<file path="src/rtl/alu_share_arbiter.sv">
// Round-robin share of one external shift/add/sub ALU between two requesters.
// Optional grant counters: define ALU_ARB_STATS_EN.
module alu_share_arbiter #(
  parameter int DATA_W  = 4,
  parameter int SHAMT_W = 2
`ifdef ALU_ARB_STATS_EN
  ,
  parameter int CNT_W   = 8
`endif
) (
  input  logic                 clk,
  input  logic                 rst_n,
  input  logic [1:0]           req_valid,
  output logic [1:0]           req_ready,
  input  logic [2*DATA_W-1:0]  req_a,
  input  logic [2*DATA_W-1:0]  req_b,
  input  logic [2*SHAMT_W-1:0] req_c,
  input  logic [3:0]           req_op,
  output logic [DATA_W-1:0]    alu_inA,
  output logic [DATA_W-1:0]    alu_inB,
  output logic [SHAMT_W-1:0]   alu_inC,
  output logic [1:0]           alu_op,
  input  logic [DATA_W-1:0]    alu_ans,
  output logic                 rsp_valid,
  output logic                 rsp_id,
  output logic [DATA_W-1:0]    rsp_data,
  input  logic                 rsp_ready
`ifdef ALU_ARB_STATS_EN
  ,
  output logic [CNT_W-1:0]     gnt_cnt0,
  output logic [CNT_W-1:0]     gnt_cnt1
`endif
);

  typedef enum logic [1:0] {
    S_IDLE,
    S_EXEC,
    S_RESP
  } state_t;

  state_t              r_state;
  state_t              w_next;
  logic                r_last;
  logic                r_id;
  logic                r_valid;
  logic [DATA_W-1:0]   r_data;
  logic [DATA_W-1:0]   r_a;
  logic [DATA_W-1:0]   r_b;
  logic [SHAMT_W-1:0]  r_c;
  logic [1:0]          r_op;
  logic                w_gnt;
  logic                w_hs;
  logic                w_rsp_hs;

  always_ff @(posedge clk or negedge rst_n) begin
    if (!rst_n) r_state <= S_IDLE;
    else        r_state <= w_next;
  end

  // A lone requester wins outright; a tie goes to the one not served last.
  always_comb begin
    w_gnt = req_valid[1];
    if (req_valid == 2'b11) w_gnt = ~r_last;
    w_hs      = (r_state == S_IDLE) && req_valid[w_gnt];
    w_rsp_hs  = (r_state == S_RESP) && rsp_ready;
    req_ready = 2'b00;
    if (w_hs) req_ready = w_gnt ? 2'b10 : 2'b01;
    w_next = r_state;
    unique case (r_state)
      S_IDLE:  if (w_hs) w_next = S_EXEC;
      S_EXEC:  w_next = S_RESP;
      S_RESP:  if (rsp_ready) w_next = S_IDLE;
      default: w_next = S_IDLE;
    endcase
  end

  always_ff @(posedge clk or negedge rst_n) begin
    if (!rst_n) begin
      r_last  <= 1'b1;
      r_id    <= 1'b0;
      r_valid <= 1'b0;
      r_data  <= '0;
      r_a     <= '0;
      r_b     <= '0;
      r_c     <= '0;
      r_op    <= '0;
    end else begin
      if (w_hs) begin
        r_a  <= req_a[int'(w_gnt)*DATA_W +: DATA_W];
        r_b  <= req_b[int'(w_gnt)*DATA_W +: DATA_W];
        r_c  <= req_c[int'(w_gnt)*SHAMT_W +: SHAMT_W];
        r_op <= req_op[int'(w_gnt)*2 +: 2];
        r_id <= w_gnt;
      end
      if (r_state == S_EXEC) begin
        r_data  <= alu_ans;
        r_valid <= 1'b1;
      end
      if (w_rsp_hs) begin
        r_valid <= 1'b0;
        r_last  <= r_id;
      end
    end
  end

  assign alu_inA   = r_a;
  assign alu_inB   = r_b;
  assign alu_inC   = r_c;
  assign alu_op    = r_op;
  assign rsp_valid = r_valid;
  assign rsp_id    = r_id;
  assign rsp_data  = r_data;

`ifdef ALU_ARB_STATS_EN
  logic [CNT_W-1:0] r_cnt0;
  logic [CNT_W-1:0] r_cnt1;

  always_ff @(posedge clk or negedge rst_n) begin
    if (!rst_n) begin
      r_cnt0 <= '0;
      r_cnt1 <= '0;
    end else if (w_hs) begin
      if (w_gnt) r_cnt1 <= r_cnt1 + 1'b1;
      else       r_cnt0 <= r_cnt0 + 1'b1;
    end
  end

  assign gnt_cnt0 = r_cnt0;
  assign gnt_cnt1 = r_cnt1;
`endif

endmodule
</file>
<file path="config.mk">
export PLATFORM = sky130hd
export DESIGN_NAME = alu_share_arbiter
export DESIGN_NICKNAME = d
export VERILOG_FILES = /design/src/rtl/alu_share_arbiter.sv
export SDC_FILE = /design/constraint.sdc
export NUM_CORES = 1
export LEC_CHECK = 0
export CAP_MARGIN = 20
export CORE_ASPECT_RATIO = 1.4
export CORE_MARGIN = 3
export CORE_UTILIZATION = 25
export DETAILED_ROUTE_END_ITERATION = 16
export PLACE_DENSITY_LB_ADDON = 0.05
export SYNTH_ARGS = -nofsm -noshare
export SYNTH_HDL_FRONTEND = slang
export SYNTH_SLANG_ARGS = --single-unit
</file>
<file path="constraint.sdc">
create_clock -name clk -period 2.05 [get_ports clk]
set_input_delay 0.205 -clock clk [delete_from_list [all_inputs] [get_ports clk]]
set_output_delay 0.205 -clock clk [all_outputs]
set_load 0.005 [all_outputs]
</file>
==> impl_metrics.tcl, run 1 <==
set metrics [dict create \
    grt_pass1_vias 758 \
    cts_resized 0 \
    dieArea_um2 4730 \
    synth-seq-area-share 0.536 \
    yosysWarnings 0 \
    clk_pin_slew_ns 0.07 \
    vias 740 \
    drc 0 \
    synth_edf_count 0 \
    grt_pass1_wl_um 3440 \
    num_antenna_cells 0 \
    final_util 0.436 \
    powerDensity_nw_per_um2 1240 \
    gp_congestion 0.720 \
    row_count 26 \
    cp_common_cell "clkdlybuf4s50_1" \
    peakVddDrop_mv 0.619 \
    post_dp_cell_area_um2 1570 \
    pin_count 53 \
    grt_setup_unrepaired "no" \
    initial_utilization 0.265 \
    syn_nets 100 \
    viasPerCell 4.43 \
    synth_top_area_frac 0.510 \
    cp_slowest_cell "clkdlybuf4s50_1" \
    async_flop_share 1.00 \
    final_cell_area_um2 1620 \
    antenna_found_initial 0 \
    cts-root-buf "clkbuf_8" \
    synth_ff_type "dfrtp_1" \
    setup_viol 0 \
    drt-pass1-iter-count 2 \
    synth.area.top_cells "dfrtp_1 (51%), mux2_2 (24%), mux2_4 (12%)" \
    die-width_um 59.0 \
    ctsHoldBuffers 0 \
    fin_crit_ns 1.88 \
    core_area_um2 3710 \
    status "completed" \
    ctsLongestPathBuffers 2 \
    tns_ns 0 \
    yosysUniqueCellTypes 17 \
    port_buffers 52 \
    required_ns 1.85 \
    power_mw 2.00 \
    synth_most_common_cell "mux2_2" \
    htreeDepth 1 \
    cp.arrival_ns 1.67 \
    timing.final.crit_share 0.917 \
    dp_hpwl_um 1700 \
    syn_area_per_cell_um2 14.7 \
    track_usage 0.0970 \
    dieHeight_um 80.2 \
    dr.first_iter.drc_count 17 \
    wirelength_um 2180 \
    skew_ns 0.000750 \
    timing.final.ws_setup_ns 0.170 \
    wl_per_cell_um 13.0 \
    fmax_mhz 532 \
    cp_max_fo 4 \
    grt_max_degree 22 \
    num-fill-cells 377 \
    slew_headroom 0.818 \
    hold_class "input port to asynchronous set/reset pin" \
    ys_seq_elements 21 \
    yosys-top-cells-count "mux2_2 (21), dfrtp_1 (20), mux2_4 (8)" \
    worst_path_largest_cell_delay_ns 0.55 \
    clock-sinks 21 \
    drive_above_1_share 0.320 \
    numCtsBuffers 3 \
    hold_violations 0 \
    max_cap_violations 0 \
    final_nets 159 \
    place_ws_ns 0.158 \
    cp-end-kind "primary output" \
    overflow 0 \
    syn_inst 67 \
    tightestPinTransition_ns 0.272 \
    path_class "input port to primary output" \
    report.final.slew_viol_count 0 \
    clk_latency_ns 0.26 \
    post-synth-top-area-cell "dfrtp_1" \
    leakagePower_nw 0.689 \
    area_delta_synth_final_pct 64.5 \
    postCtsSetupRepairBufs 0 \
    antenna_left 0 \
    synth_area_um2 982 \
    path_cells "clkdlybuf4s50_1, a21bo_2, nor3_1, clkdlybuf4s50_1" \
    critPathLaunchType "input port" \
    cts_tree "built" \
]
report_power, final:
part	internal, mW	switching [mW]	total [mW]
clock	0.135	0.132	0.267
sequential	0.635	0.121	0.756
combinational	0.680	0.294	0.974
worst paths after layout:
path	slack (ns)	to	depth (start not counted)	startpoint
worst max-delay path	0.17	req_ready[1]	4	req_valid[1]
worst min-delay path	0.30	alu_inB[2]	2	rst_n
worst max register to register	0.50	alu_inA[0]	4	r_last
worst min register to register	0.51	alu_inC[0]	1	alu_inC[0]
max in group asynchronous	1.48	r_last	2	rst_n
min in group clk	0.51	alu_inC[0]	1	alu_inC[0]
metrics by stage:
step           hold slack [ns]  std cells
2_1_floorplan          -0.0906         67
3_3_place_gp             0.487        163
3_5_place_dp             0.494        163
4_1_cts                  0.309        167
5_1_grt                  0.330        167
6_report                 0.297        167
flip-flops by register name, indices dropped and copies added, names as in the netlist:
name	cells
rsp_id	1
alu_inC	2
alu_op	2
rsp_data	4
r_last	1
rsp_valid	1
alu_inB	4
r_state	2
alu_inA	4
placed cells by master, fill, tap and decap left out, types with 2 or more instances in the layout:
master / instances
clkbuf_8: 3
nor2_1: 2
dfrtp_1: 20
inv_1: 2
o21ai_0: 2
mux2_2: 21
buf_4: 4
mux2_4: 8
nand2b_1: 2
clkdlybuf4s50_1: 52
routing by layer:
| layer | vias up | part of all wire | GRT usage |
|---|---|---|---|
| li1 | 353 | - | - |
| met1 | 344 | 0.39 | 0.104 |
| met2 | 37 | 0.47 | 0.162 |
| met3 | 6 | 0.12 | 0.0386 |
| met4 | 0 | 0.018 | 0.0476 |
| met5 | - | 0 | 0 |
kinds of logic (layout without fill, tap and decap cells):
| logic type | after synthesis | after routing | synth area share |
|---|---|---|---|
| multiplexers | 29 | 29 | 0.363 |
| AND/OR/NAND/NOR | 7 | 7 | 0.0382 |
| buffers and inverters | 4 | 62 | 0.0242 |
| flip-flops | 21 | 21 | 0.536 |
| AO/OA/AOI/OAI | 6 | 6 | 0.0382 |
worst max-delay path: cells and delay by family:
| family | cells | cell delay, ns |
|---|---|---|
| AOI/OAI and AO/OA | 1 | 0.24 |
| buffers and inverters | 2 | 1.02 |
| and+or+nand+nor | 1 | 0.21 |
cell type report:
class	count	area, µm²	area share
clock buffers	3	41.3	0.0256
clock inverters	1	5.00	0.00310
inverters	2	7.51	0.00465
multi-input cells	42	432	0.267
flip-flops and latches	21	527	0.326
well taps	42	52.6	0.0325
repair buffers	56	551	0.341
No activity file was read; power rests on OpenSTA's default activity.
==> run 2: changes to the inputs <==
--- a/config.mk
+++ b/config.mk
@@ -6,9 +6,11 @@
 export NUM_CORES = 1
 export LEC_CHECK = 0
 export CAP_MARGIN = 20
+export CELL_PAD_IN_SITES_DETAIL_PLACEMENT = 0
+export CELL_PAD_IN_SITES_GLOBAL_PLACEMENT = 2
 export CORE_ASPECT_RATIO = 1.4
 export CORE_MARGIN = 3
-export CORE_UTILIZATION = 25
+export CORE_UTILIZATION = 23
 export DETAILED_ROUTE_END_ITERATION = 16
 export PLACE_DENSITY_LB_ADDON = 0.05
 export SYNTH_ARGS = -nofsm -noshare
==> impl_metrics.tcl, run 2 (same netlist as run 1, synthesis figures left out) <==
set metrics [dict create \
    tns_ns 0 \
    report.final.slew_viol_count 0 \
    numCtsBuffers 3 \
    initial_utilization 0.244 \
    fin_crit_ns 1.94 \
    num_antenna_cells 0 \
    clk_latency_ns 0.25 \
    dp_hpwl_um 1900 \
    powerDensity_nw_per_um2 1240 \
    required_ns 1.85 \
    cp-end-kind "primary output" \
    cp_max_fo 5 \
    cts-root-buf "clkbuf_8" \
    post_dp_cell_area_um2 1570 \
    max_cap_violations 0 \
    tightestPinTransition_ns 0.486 \
    leakagePower_nw 0.687 \
    dieHeight_um 83.3 \
    status "completed" \
    grt_pass1_vias 813 \
    skew_ns 0.00413 \
    pin_count 53 \
    final_nets 159 \
    track_usage 0.0939 \
    critPathLaunchType "flop" \
    drt-pass1-iter-count 2 \
    postCtsSetupRepairBufs 0 \
    peakVddDrop_mv 0.355 \
    antenna_left 0 \
    path_class "flop to primary output" \
    grt_setup_unrepaired "no" \
    wirelength_um 2380 \
    final_cell_area_um2 1620 \
    clk_pin_slew_ns 0.08 \
    dieArea_um2 5100 \
    clock-sinks 21 \
    overflow 0 \
    cts_resized 0 \
    row_count 27 \
    core_area_um2 4020 \
    drc 0 \
    drive_above_1_share 0.312 \
    vias 749 \
    ctsLongestPathBuffers 2 \
    layout_commonest_cell "clkdlybuf4s50_1" \
    fmax_mhz 517 \
    ctsHoldBuffers 0 \
    r2r_slack_ns 0.49 \
    cp.arrival_ns 1.73 \
    setup_viol 0 \
    hold_violations 0 \
    area_delta_synth_final_pct 64.5 \
    slew_headroom 0.675 \
    hold_class "input port to asynchronous set/reset pin" \
    wl_per_cell_um 14.2 \
    cts_tree "built" \
    htreeDepth 1 \
    dr.first_iter.drc_count 5 \
    final_cell_mix "clkdlybuf4s50_1 (52), mux2_2 (21), dfrtp_1 (20), mux2_4 (8), buf_4 (4)" \
    antenna_found_initial 0 \
    die-width_um 61.2 \
    grt_max_degree 15 \
    viasPerCell 4.46 \
    port_buffers 52 \
    timing.final.crit_share 0.944 \
    gp_congestion 0.677 \
    grt_pass1_wl_um 3660 \
]
-- run 2: cell count changes in the layout (fill, tap and decap cells not counted) --
| cell | before | now |
|---|---|---|
| clkinv_2 | 1 | 0 |
| clkbuf_1 | 0 | 1 |
-- run 2: cell type report --
type	count	area, µm²
Inverter	2	7.51
Clock buffer	4	45.0
Multi-Input combinational cell	42	432
Tap cell	43	53.8
Fill cell	396	2400
Timing Repair Buffer	56	551
Sequential cell	21	527
-- run 2: path summary, 6_finish.rpt --
| check | from | to | cells after the start |
|---|---|---|---|
| worst min register to register | alu_inA[0] | alu_inA[0] | 1 |
| min in group clk | alu_inA[0] | alu_inA[0] | 1 |
| worst min-delay path | rst_n | rsp_data[3] | 1 |
| worst max register to register | r_last | alu_inB[3] | 4 |
| max in group asynchronous | rst_n | alu_op[1] | 2 |
| worst max-delay path | r_last | req_ready[0] | 4 |
-- run 2: worst max-delay path: stages, from the launching register on --
cell,delay (ns)
dfstp_2,0.53
a21bo_2,0.14
buf_4,0.14
nor2b_1,0.13
clkdlybuf4s50_1,0.53
-- run 2: layer usage --
layer	global-route usage	part of all wire	vias up
li1	-	-	355
met2	0.168	0.51	33
met4	0.0237	0.0063	0
met1	0.103	0.39	359
met5	0	0	-
met3	0.0280	0.090	2
-- run 2: power breakdown --
group	internal, mW	leakage, nW	switching, mW	total, mW
Sequential	0.635	0.246	0.124	0.759
Clock	0.138	0.0228	0.133	0.271
Combinational	0.680	0.418	0.295	0.976
Total	1.45	0.687	0.553	2.01
-- run 2: metrics by stage --
stage / total power [mW] / hold WS (ns) / setup slack [ns] / util / cells
after floorplan: 1.20 / -0.0906 / 0.545 / - / 67
after global placement: 1.76 / 0.486 / 0.0792 / 0.391 / 164
after detailed placement: 1.77 / 0.495 / 0.103 / 0.391 / 164
after CTS: 2.05 / 0.295 / 0.0872 / 0.402 / 168
after global routing: 2.16 / 0.310 / 0.0236 / 0.402 / 168
final: 2.01 / 0.272 / 0.115 / 0.402 / 168
==> run 3: changes to the inputs <==
--- a/config.mk
+++ b/config.mk
@@ -12,6 +12,7 @@
 export CORE_MARGIN = 3
 export CORE_UTILIZATION = 23
 export DETAILED_ROUTE_END_ITERATION = 16
+export GPL_ROUTABILITY_DRIVEN = 0
 export PLACE_DENSITY_LB_ADDON = 0.05
 export SYNTH_ARGS = -nofsm -noshare
 export SYNTH_HDL_FRONTEND = slang
==> results of run 3 <==
No change in the layout: final DEF, timing and power equal those of run 2.
